[src/rtl/gray_pkg.sv]
// Shared definitions for the sequential Gray-to-binary decoder.
// Holds the FSM state encoding and the default data width.
package gray_pkg;

    localparam int GRAY_W_DEFAULT = 4;

    typedef enum logic [1:0] {
        ST_IDLE   = 2'd0,
        ST_DECODE = 2'd1,
        ST_DONE   = 2'd2
    } gray_state_t;

endpackage

[src/rtl/gray_hamming_gt1.sv]
// Flags when two W-bit words differ in more than one bit position.
// Used by the decoder's optional Gray step check (GRAY_DEC_STEP_CHECK_EN).
module gray_hamming_gt1
    import gray_pkg::*;
#(
    parameter int W = GRAY_W_DEFAULT
) (
    input  logic [W-1:0] a,
    input  logic [W-1:0] b,
    output logic         gt1
);

    logic [W-1:0] diff;

    // Clearing the lowest set bit of the difference leaves something only
    // when at least two bits differ, so no adder tree is needed.
    assign diff = a ^ b;
    assign gt1  = |(diff & (diff - W'(1)));

endmodule

[src/rtl/gray_to_bin_decoder.sv]
// Sequential Gray-to-binary decoder, one binary bit per clock, MSB first.
// start/busy/done handshake; bin_out changes only on completion.
// Optional macro GRAY_DEC_STEP_CHECK_EN adds step_err, which flags an accepted
// Gray word that differs from the previously accepted one in more than one bit.
//
//   state     | meaning
//   ----------+-----------------------------------------------------------
//   ST_IDLE   | waiting for start; g_in captured on accept
//   ST_DECODE | resolving bit cnt_q = prev ^ gshadow[cnt_q], W cycles
//   ST_DONE   | one cycle; result and done pulse registered on leaving
module gray_to_bin_decoder
    import gray_pkg::*;
#(
    parameter int W = GRAY_W_DEFAULT
) (
    input  logic         clk,
    input  logic         rst,
    input  logic [W-1:0] g_in,
    input  logic         start,
    output logic [W-1:0] bin_out,
    output logic         busy,
    output logic         done
`ifdef GRAY_DEC_STEP_CHECK_EN
    ,
    output logic         step_err
`endif
);

    localparam int CW = (W > 1) ? $clog2(W) : 1;
    localparam logic [CW-1:0] CNT_MAX = CW'(W - 1);

    gray_state_t   state_q, state_d;
    logic [W-1:0]  gsh_q, gsh_d;
    logic [W-1:0]  acc_q, acc_d;
    logic [CW-1:0] cnt_q, cnt_d;
    logic          prev_q, prev_d;
    logic [W-1:0]  bin_q, bin_d;
    logic          done_q, done_d;
    logic          bit_v;
    logic          accept;

    assign accept  = (state_q == ST_IDLE) && start;
    assign busy    = (state_q != ST_IDLE);
    assign bin_out = bin_q;
    assign done    = done_q;

    // Core state, shadow, accumulator and result registers.
    always_ff @(posedge clk or posedge rst) begin
        if (rst) begin
            state_q <= ST_IDLE;
            gsh_q   <= '0;
            acc_q   <= '0;
            cnt_q   <= '0;
            prev_q  <= 1'b0;
            bin_q   <= '0;
            done_q  <= 1'b0;
        end else begin
            state_q <= state_d;
            gsh_q   <= gsh_d;
            acc_q   <= acc_d;
            cnt_q   <= cnt_d;
            prev_q  <= prev_d;
            bin_q   <= bin_d;
            done_q  <= done_d;
        end
    end

    // Next-state logic: capture on accept, resolve one bit per DECODE cycle.
    always_comb begin
        state_d = state_q;
        gsh_d   = gsh_q;
        acc_d   = acc_q;
        cnt_d   = cnt_q;
        prev_d  = prev_q;
        bin_d   = bin_q;
        done_d  = 1'b0;
        bit_v   = 1'b0;
        case (state_q)
            ST_IDLE: begin
                if (start) begin
                    gsh_d   = g_in;
                    acc_d   = '0;
                    cnt_d   = CNT_MAX;
                    prev_d  = 1'b0;
                    state_d = ST_DECODE;
                end
            end
            ST_DECODE: begin
                bit_v        = prev_q ^ gsh_q[cnt_q];
                acc_d[cnt_q] = bit_v;
                prev_d       = bit_v;
                if (cnt_q == '0) begin
                    state_d = ST_DONE;
                end else begin
                    cnt_d = cnt_q - CW'(1);
                end
            end
            ST_DONE: begin
                bin_d   = acc_q;
                done_d  = 1'b1;
                state_d = ST_IDLE;
            end
            default: begin
                state_d = ST_IDLE;
            end
        endcase
    end

`ifdef GRAY_DEC_STEP_CHECK_EN
    logic [W-1:0] gprev_q, gprev_d;
    logic         seen_q, seen_d;
    logic         pend_q, pend_d;
    logic         step_q, step_d;
    logic         far_step;

    gray_hamming_gt1 #(.W(W)) u_ham (
        .a   (g_in),
        .b   (gprev_q),
        .gt1 (far_step)
    );

    assign step_err = step_q;

    // Step-check registers: last accepted word, first-sample flag, result.
    always_ff @(posedge clk or posedge rst) begin
        if (rst) begin
            gprev_q <= '0;
            seen_q  <= 1'b0;
            pend_q  <= 1'b0;
            step_q  <= 1'b0;
        end else begin
            gprev_q <= gprev_d;
            seen_q  <= seen_d;
            pend_q  <= pend_d;
            step_q  <= step_d;
        end
    end

    // Judge the step at accept time; publish it alongside done.
    always_comb begin
        gprev_d = gprev_q;
        seen_d  = seen_q;
        pend_d  = pend_q;
        step_d  = step_q;
        if (accept) begin
            gprev_d = g_in;
            seen_d  = 1'b1;
            pend_d  = seen_q & far_step;
        end
        if (state_q == ST_DONE) begin
            step_d = pend_q;
        end
    end
`endif

endmodule

[config.mk]
export PLATFORM = sky130hd
export DESIGN_NAME = gray_to_bin_decoder
export DESIGN_NICKNAME = d
export VERILOG_FILES = /design/src/rtl/gray_pkg.sv /design/src/rtl/gray_hamming_gt1.sv /design/src/rtl/gray_to_bin_decoder.sv
export SDC_FILE = /design/constraint.sdc
export NUM_CORES = 1
export LEC_CHECK = 0
export CAP_MARGIN = 20
export CORE_MARGIN = 8
export CORE_UTILIZATION = 40
export DETAILED_ROUTE_END_ITERATION = 6
export SLEW_MARGIN = 40
export SYNTH_ARGS = -nofsm -noshare
export SYNTH_HDL_FRONTEND = slang
export SYNTH_HIERARCHICAL = 1
export SYNTH_SLANG_ARGS = --single-unit
[constraint.sdc]
create_clock -name clk -period 1.3 [get_ports clk]
set_input_delay 0.39 -clock clk [delete_from_list [all_inputs] [get_ports clk]]
set_output_delay 0.39 -clock clk [all_outputs]
set_load 0.005 [all_outputs]
Word-level counts from Yosys, hierarchy flattened. Index checks and enable logic that the tools add are counted.

Eq/ne operators: 5. $lt $le $gt $ge: 2. Bitwise gates (word level): 1. $add $sub $neg: 1. Mux-type cells: 16. Reductions and logical operators: 9.

Operators by type and width (number): 2-bit 2-to-1 mux (4); 2-bit case mux with 2 select lines (2); 4-bit case mux with 2 select lines (1); 2-bit != test, second input constant (3); 2-bit AND reduction (3); 4-bit bitwise mux (1); 2-bit zero test (2); 1-bit 2-to-1 mux (4); 4-bit 2-to-1 mux (1); 2-bit nonzero test (2); 2-bit by 3-bit < comparator with 1-bit output, second input constant (1); 3-bit AND reduction (1); 1-bit binary-select mux with 2-bit select (1); 1-bit demux with 2-bit select (1); 2-bit by 1-bit == test with 1-bit output, second input constant (1); 2-bit == test, second input constant (1); 2-bit by 1-bit greater-or-equal comparator with 1-bit output, second input constant (1); 1-bit case mux with 2 select lines (1); 2-bit by 1-bit subtractor with 2-bit output, second input constant (1); 1-bit logical AND (1); 1-bit bitwise XOR (1).

Register bits: 18. Input bits: 7. Word-level logic and storage cells: 41. Output and inout bits: 6.

Logic depth before layout (Yosys ltp).
Depth in word-level cells: 6. Depth in mapped cells: 5. Mapped depth without buffers: 5.

Worst setup path after synthesis. OpenSTA, ideal clock, no wires.

Path type: register to register. Start: register cnt_q[0]. End: register acc_q[0]. Data arrival time: 1.267 ns. Required time: 1.168 ns. Path buffers: 0. Slack: -0.100 ns. Stages on the path, launching flop included: 4. Setup time: 0.132 ns. Clock period less this slack: 1.400 ns. Cell sequence: dfrtp_1 > mux4_2 > xnor2_1 > o21ai_0.

Longest elaborated chain between the ends: 6. Elaborated cells on any way between the ends: 10. Those cells by class: 2 x order compare; 6 x mux; 1 x bitwise; 1 x reduce/logical.

Ends and longest elaborated chain: from (decl) (RTL line gray_to_bin_decoder.sv:35) `logic [CW-1:0] cnt_q, cnt_d;`; from (signal assigned) (RTL line gray_to_bin_decoder.sv:61) `cnt_q <= cnt_d;`; 2-bit by 3-bit < comparator with 1-bit output (implied by the code) / 2-bit by 1-bit greater-or-equal comparator with 1-bit output (equally long branches) (RTL line gray_to_bin_decoder.sv:90) `acc_d[cnt_q] = bit_v;`; 1-bit logical AND (implied by the code) (RTL line gray_to_bin_decoder.sv:90); 1-bit 2-to-1 mux (implied by the code) (RTL line gray_to_bin_decoder.sv:90); 1-bit demux with 2-bit select (RTL line gray_to_bin_decoder.sv:90); 4-bit bitwise mux (*) (RTL line gray_to_bin_decoder.sv:90); 4-bit case mux with 2 select lines (*) (RTL line gray_to_bin_decoder.sv:78) `case (state_q)`; to (signal assigned) (RTL line gray_to_bin_decoder.sv:52) `acc_q <= '0;`; to (signal assigned) (RTL line gray_to_bin_decoder.sv:60) `acc_q <= acc_d;`; to (decl) (RTL line gray_to_bin_decoder.sv:34) `logic [W-1:0] acc_q, acc_d;`.

Mark *: on every way between the ends. The rest lies on a longest branch, timed or not. The select of a mux whose other input is x is not followed. A chain may end at the register's enable or synchronous reset.

Worst setup path after layout.
Start: register state_q[1]. End: register gsh_q[3].

Longest elaborated chain between the ends: 2.

Ends and longest elaborated chain: from (decl) (RTL line gray_to_bin_decoder.sv:32) `gray_state_t state_q, state_d;`; from (signal assigned) (RTL line gray_to_bin_decoder.sv:58) `state_q <= state_d;`; 2-bit zero test (RTL line gray_to_bin_decoder.sv:78); 2-bit AND reduction (no line); to (signal assigned) (RTL line gray_to_bin_decoder.sv:59) `gsh_q <= gsh_d;`; to (decl) (RTL line gray_to_bin_decoder.sv:33) `logic [W-1:0] gsh_q, gsh_d;`.

Every way passes these cells.

==> impl.org <==
** Timing
- After layout, the worst setup slack is -169.0 ps.
- Worst Tran Pin Value :: ~240 ps
- Slew HR :: between 80% and 90%
- Number of hold violations in the final report :: 0
- The count of final max-slew check failures was 0.
- Post-route clock period utilization :: 113.0%
- Summed over all failing endpoints, the final setup total negative slack is -1601 ps.
- The smallest clock period supported by the final layout is computed as about 1500 ps.
- Setup repair after global routing could not meet its margin everywhere.
- Setup violations remaining at the end of the flow were counted as 13.
- Static timing analysis puts the maximum clock frequency at about 680 MHz.
- Worst setup skew after layout :: ~1.9 ps

** Power
- Psw :: ~960 uW
- Internal cell power :: 1988 uW
- Per report_power, the clock group accounts for around 12% of the total.
- Summed over all cells, the static leakage comes to between 0.0005 and 0.0006 uW.
- Sequential power share :: between 30% and 40%
- Maximum vdd drop :: about 1.2 mV
- Total power :: ~3000 uW
- Proportion of total power due to net switching :: about a third
- Total power per unit cell area :: between 2000 and 2500 mW/mm^2
- Of the total power, combinational logic draws a little under three fifths.

** Worst setup path
- R2R cell count :: 4
- Max FO, Critical Path :: 5
- By instance count, the cell type seen most on the critical path is buf_6.
- The worst register-to-register path begins at state_q[1]$_DFFE_PP0P_.
- Sequence of cells on the critical path :: buf_6, or3b_4, buf_6, mux2_4
- The largest single stage delay on the critical path is 410 ps.
- STA classifies the critical path startpoint as a flop.
- The worst setup path is of the reg2reg kind.
- Across all register-to-register paths, the minimum setup slack is -170 ps.
- Data on the critical path is required at its endpoint by about 1500 ps.
- Slowest cell on the critical path :: dfrtp_1
- Data arrival time of the critical path :: ~1700 ps
- Terminus of the critical flop-to-flop path :: gsh_q[3]$_DFFE_PP0P_
- Crit end category :: flop

** Logic synthesis
- After synthesis, the largest area contributor takes up 54.05% of total cell area.
- Cell types occupying the most area after synthesis :: dfrtp_1 (54%), mux2_4 (7.2%), ha_1 (6.0%)
- Mapped Cells :: 63
- Post-Synthesis Net Count :: 74
- The share of the Yosys chip area taken by registers is a little over half.
- In this run the mean area of a mapped cell was roughly 13 sq um.
- Counting flops and latches in the post-synthesis netlist gives 18.
- Cell type with the largest total area after synthesis :: dfrtp_1
- For this run, the number of Yosys warnings is 6.
- Netlist area before placement :: about 830 sq um
- Number of distinct library cells after synthesis :: 20

** Placed design
- The placed instances occupy a cell area of 0.001062 sq mm.
- During placement, the flow inserted port buffers numbering 12.
- Routability congestion estimate :: just under 0.8
- The number of placed instances, taps included, is roughly 110.
- The wire-length estimate of the detail-placed layout is 1058 um.

** Finish
- Flip-flop and latch area :: around 450 sq um
- After routing the design area is 0.001192 sq mm.
- In the final layout, the share of cells above drive strength 1 is 50.00%.
- Core occupancy in the finished layout :: between 60% and 70%
- Count of filler cells inserted in the layout :: 186
- Net count of the finished layout :: 106
- Once layout is complete, the cells apart from fillers number approximately 120.
- In the final layout, the multi-input gates occupy roughly 420 sq um.
- The number of antenna diodes in the final layout is 0.
- Area added between synthesis and finish :: 43.09%

** Die
- Std-Cell Rows :: 16
- Chip width :: between 60 and 70 um
- Floorplan die area :: approximately 0.0038 sq mm
- Starting density of the core :: a little over two fifths
- Io pins :: 13
- Placeable core area :: around 0.002 sq mm
- Die height :: 61.64 um

** Status
- Run status :: finished with violations
- The final reports fail on setup timing.

** GRT
- Wire length of the first global-routing pass :: 2622 um
- Total global routing track utilization :: 9.548%
- Sum of overflow across all layers after global routing :: 0
- Pin count of the biggest net entering global routing :: 19
- Number of antenna violations at the first check in global routing :: 0
- Vias in the first global route :: slightly above 600

** Detailed routing
- Summed over all layers, the routed wires come to around 1500 um.
- DR WL/cell :: approximately 12 um
- Number of nets still failing antenna checks after routing :: 0
- For this run, design rule violations remaining after detail routing come to 0.
- Via density per instance :: 4.727
- The routed layout has around 570 vias.
- Iter 0 DRT Violations :: 3
- The first TritonRoute pass finished after 5 iterations.

** Clock network
- Maximum level of the CTS H-tree :: 1
- CTS tree :: done
- Clock root buffer master :: clkbuf_4
- The clock reaches the later pin of the worst-skew pair after about 290 ps.
- Deepest clock path buffer count :: 2
- Count of clock tree sinks :: 18
- Post-CTS clock slew at the launch and capture registers of the worst setup and hold paths :: around 100 ps
- Number of buffers inserted for hold repair after clock tree synthesis :: 0
- Num CTS Buffers :: 3

** Run
- Max-Cap Viols :: 0

** Min path
- Min-delay worst type :: in2async
==> placed cells by master (no fill, tap or decap), drive strengths merged <==
| cell type | netlist | layout |
|---|---|---|
| clkbuf | 0 | 9 |
| mux4 | 1 | 1 |
| or2 | 1 | 1 |
| dlygate4sd2 | 0 | 1 |
| or3b | 1 | 1 |
| xnor2 | 1 | 1 |
| nand2 | 2 | 2 |
| inv | 5 | 5 |
| a2bb2oi | 1 | 1 |
| buf | 2 | 18 |
| dfrtp | 18 | 18 |
| o21a | 1 | 1 |
| nand3b | 5 | 5 |
| nand2b | 2 | 2 |
| clkdlybuf4s50 | 0 | 5 |
| ha | 4 | 4 |
| mux2 | 8 | 8 |
| nor3b | 1 | 1 |
| mux2i | 1 | 1 |
| o21ai | 5 | 5 |
| nand3 | 4 | 4 |
==> cell usage after synthesis <==
master      n
a2bb2oi_1   1
ha_1        4
nand2_1     2
or2_2       1
mux2_2      4
o21ai_2     1
nand3b_1    5
o21a_1      1
dfrtp_1    18
nor3b_1     1
mux4_2      1
nand2b_1    2
xnor2_1     1
or3b_1      1
nand3_1     4
o21ai_0     4
inv_1       5
mux2_4      4
mux2i_1     1
buf_6       2
==> worst max-delay path by stage <==
stage | slack [ps] | startpoint | endpoint | depth (start not counted)
2_1_floorplan | -90 | state_q[0]$_DFFE_PP0P_ | gsh_q[0]$_DFFE_PP0P_ | 4
3_3_place_gp | -490 | start | gsh_q[1]$_DFFE_PP0P_ | 4
3_5_place_dp | -490 | start | gsh_q[2]$_DFFE_PP0P_ | 4
4_1_cts | -150 | state_q[0]$_DFFE_PP0P_ | gsh_q[2]$_DFFE_PP0P_ | 4
5_1_grt | -210 | state_q[1]$_DFFE_PP0P_ | gsh_q[2]$_DFFE_PP0P_ | 4
6_report | -170 | state_q[1]$_DFFE_PP0P_ | gsh_q[3]$_DFFE_PP0P_ | 4
==> critical path, delay by kind of cell (launching register included) <==
family / cells / cell delay, ps
flip-flops: 1 / 410
AND/OR/NAND/NOR: 1 / 390
multiplexers: 1 / 290
buffers and inverters: 2 / 270
==> repair_timing <==
item | in CTS | in global routing
cloned | 1 | 0
buffers inserted | 3 | 2
gates resized for setup | 26 | 14
pin swaps | 3 | 6
setup endpoints to repair | 22 | 22
hold endpoints to repair | 0 | 0
==> cell type report <==
cell class                      count  area share (%)
Timing Repair Buffer               29           19.41
Clock buffer                        4           3.043
Tap cell                           27           2.833
Multi-Input combinational cell     38           35.36
Inverter                            5           1.574
Sequential cell                    18           37.78
==> cell families (layout without fill, tap and decap cells) <==
kind of cell	count (synthesis)	count (layout)	synth area share, %
compound gates	7	7	5.406
mux	10	10	16.52
flops	18	18	54.05
buf+inv	7	38	4.955
fa+ha+maj	4	4	6.006
xor+xnor	1	1	1.051
simple gates	16	16	12.01
==> power by group through the flow <==
stage	Combinational [uW]	Sequential, uW	Clock [uW]
floorplan	803	952	0
global placement	1280	956	0
detailed placement	1300	965	0
CTS	1410	958	349
global route	1790	1010	377
finish	1640	969	339
==> through the flow <==
stage | hold WS (ps) | setup slack [ps]
4_1_cts | 409.3 | -150.0
2_1_floorplan | 328.6 | -88.02
3_5_place_dp | 493.4 | -493.3
5_1_grt | 428.5 | -205.1
3_3_place_gp | 484.0 | -491.5
6_report | 409.3 | -169.0
==> registers in the layout, summed over array words and instances (netlist names) <==
name     count
acc_q        4
bin_out      4
gsh_q        4
cnt_q        2
state_q      2
done         1
prev_q       1
==> routing by layer <==
metal | GRT usage (%) | part of all wire, %
met1 | 9.902 | 42
met2 | 16.10 | 51
met3 | 2.714 | 5.8
met4 | 6.818 | 1.7
met5 | 0 | 0
(Power assumes the default switching activity.)
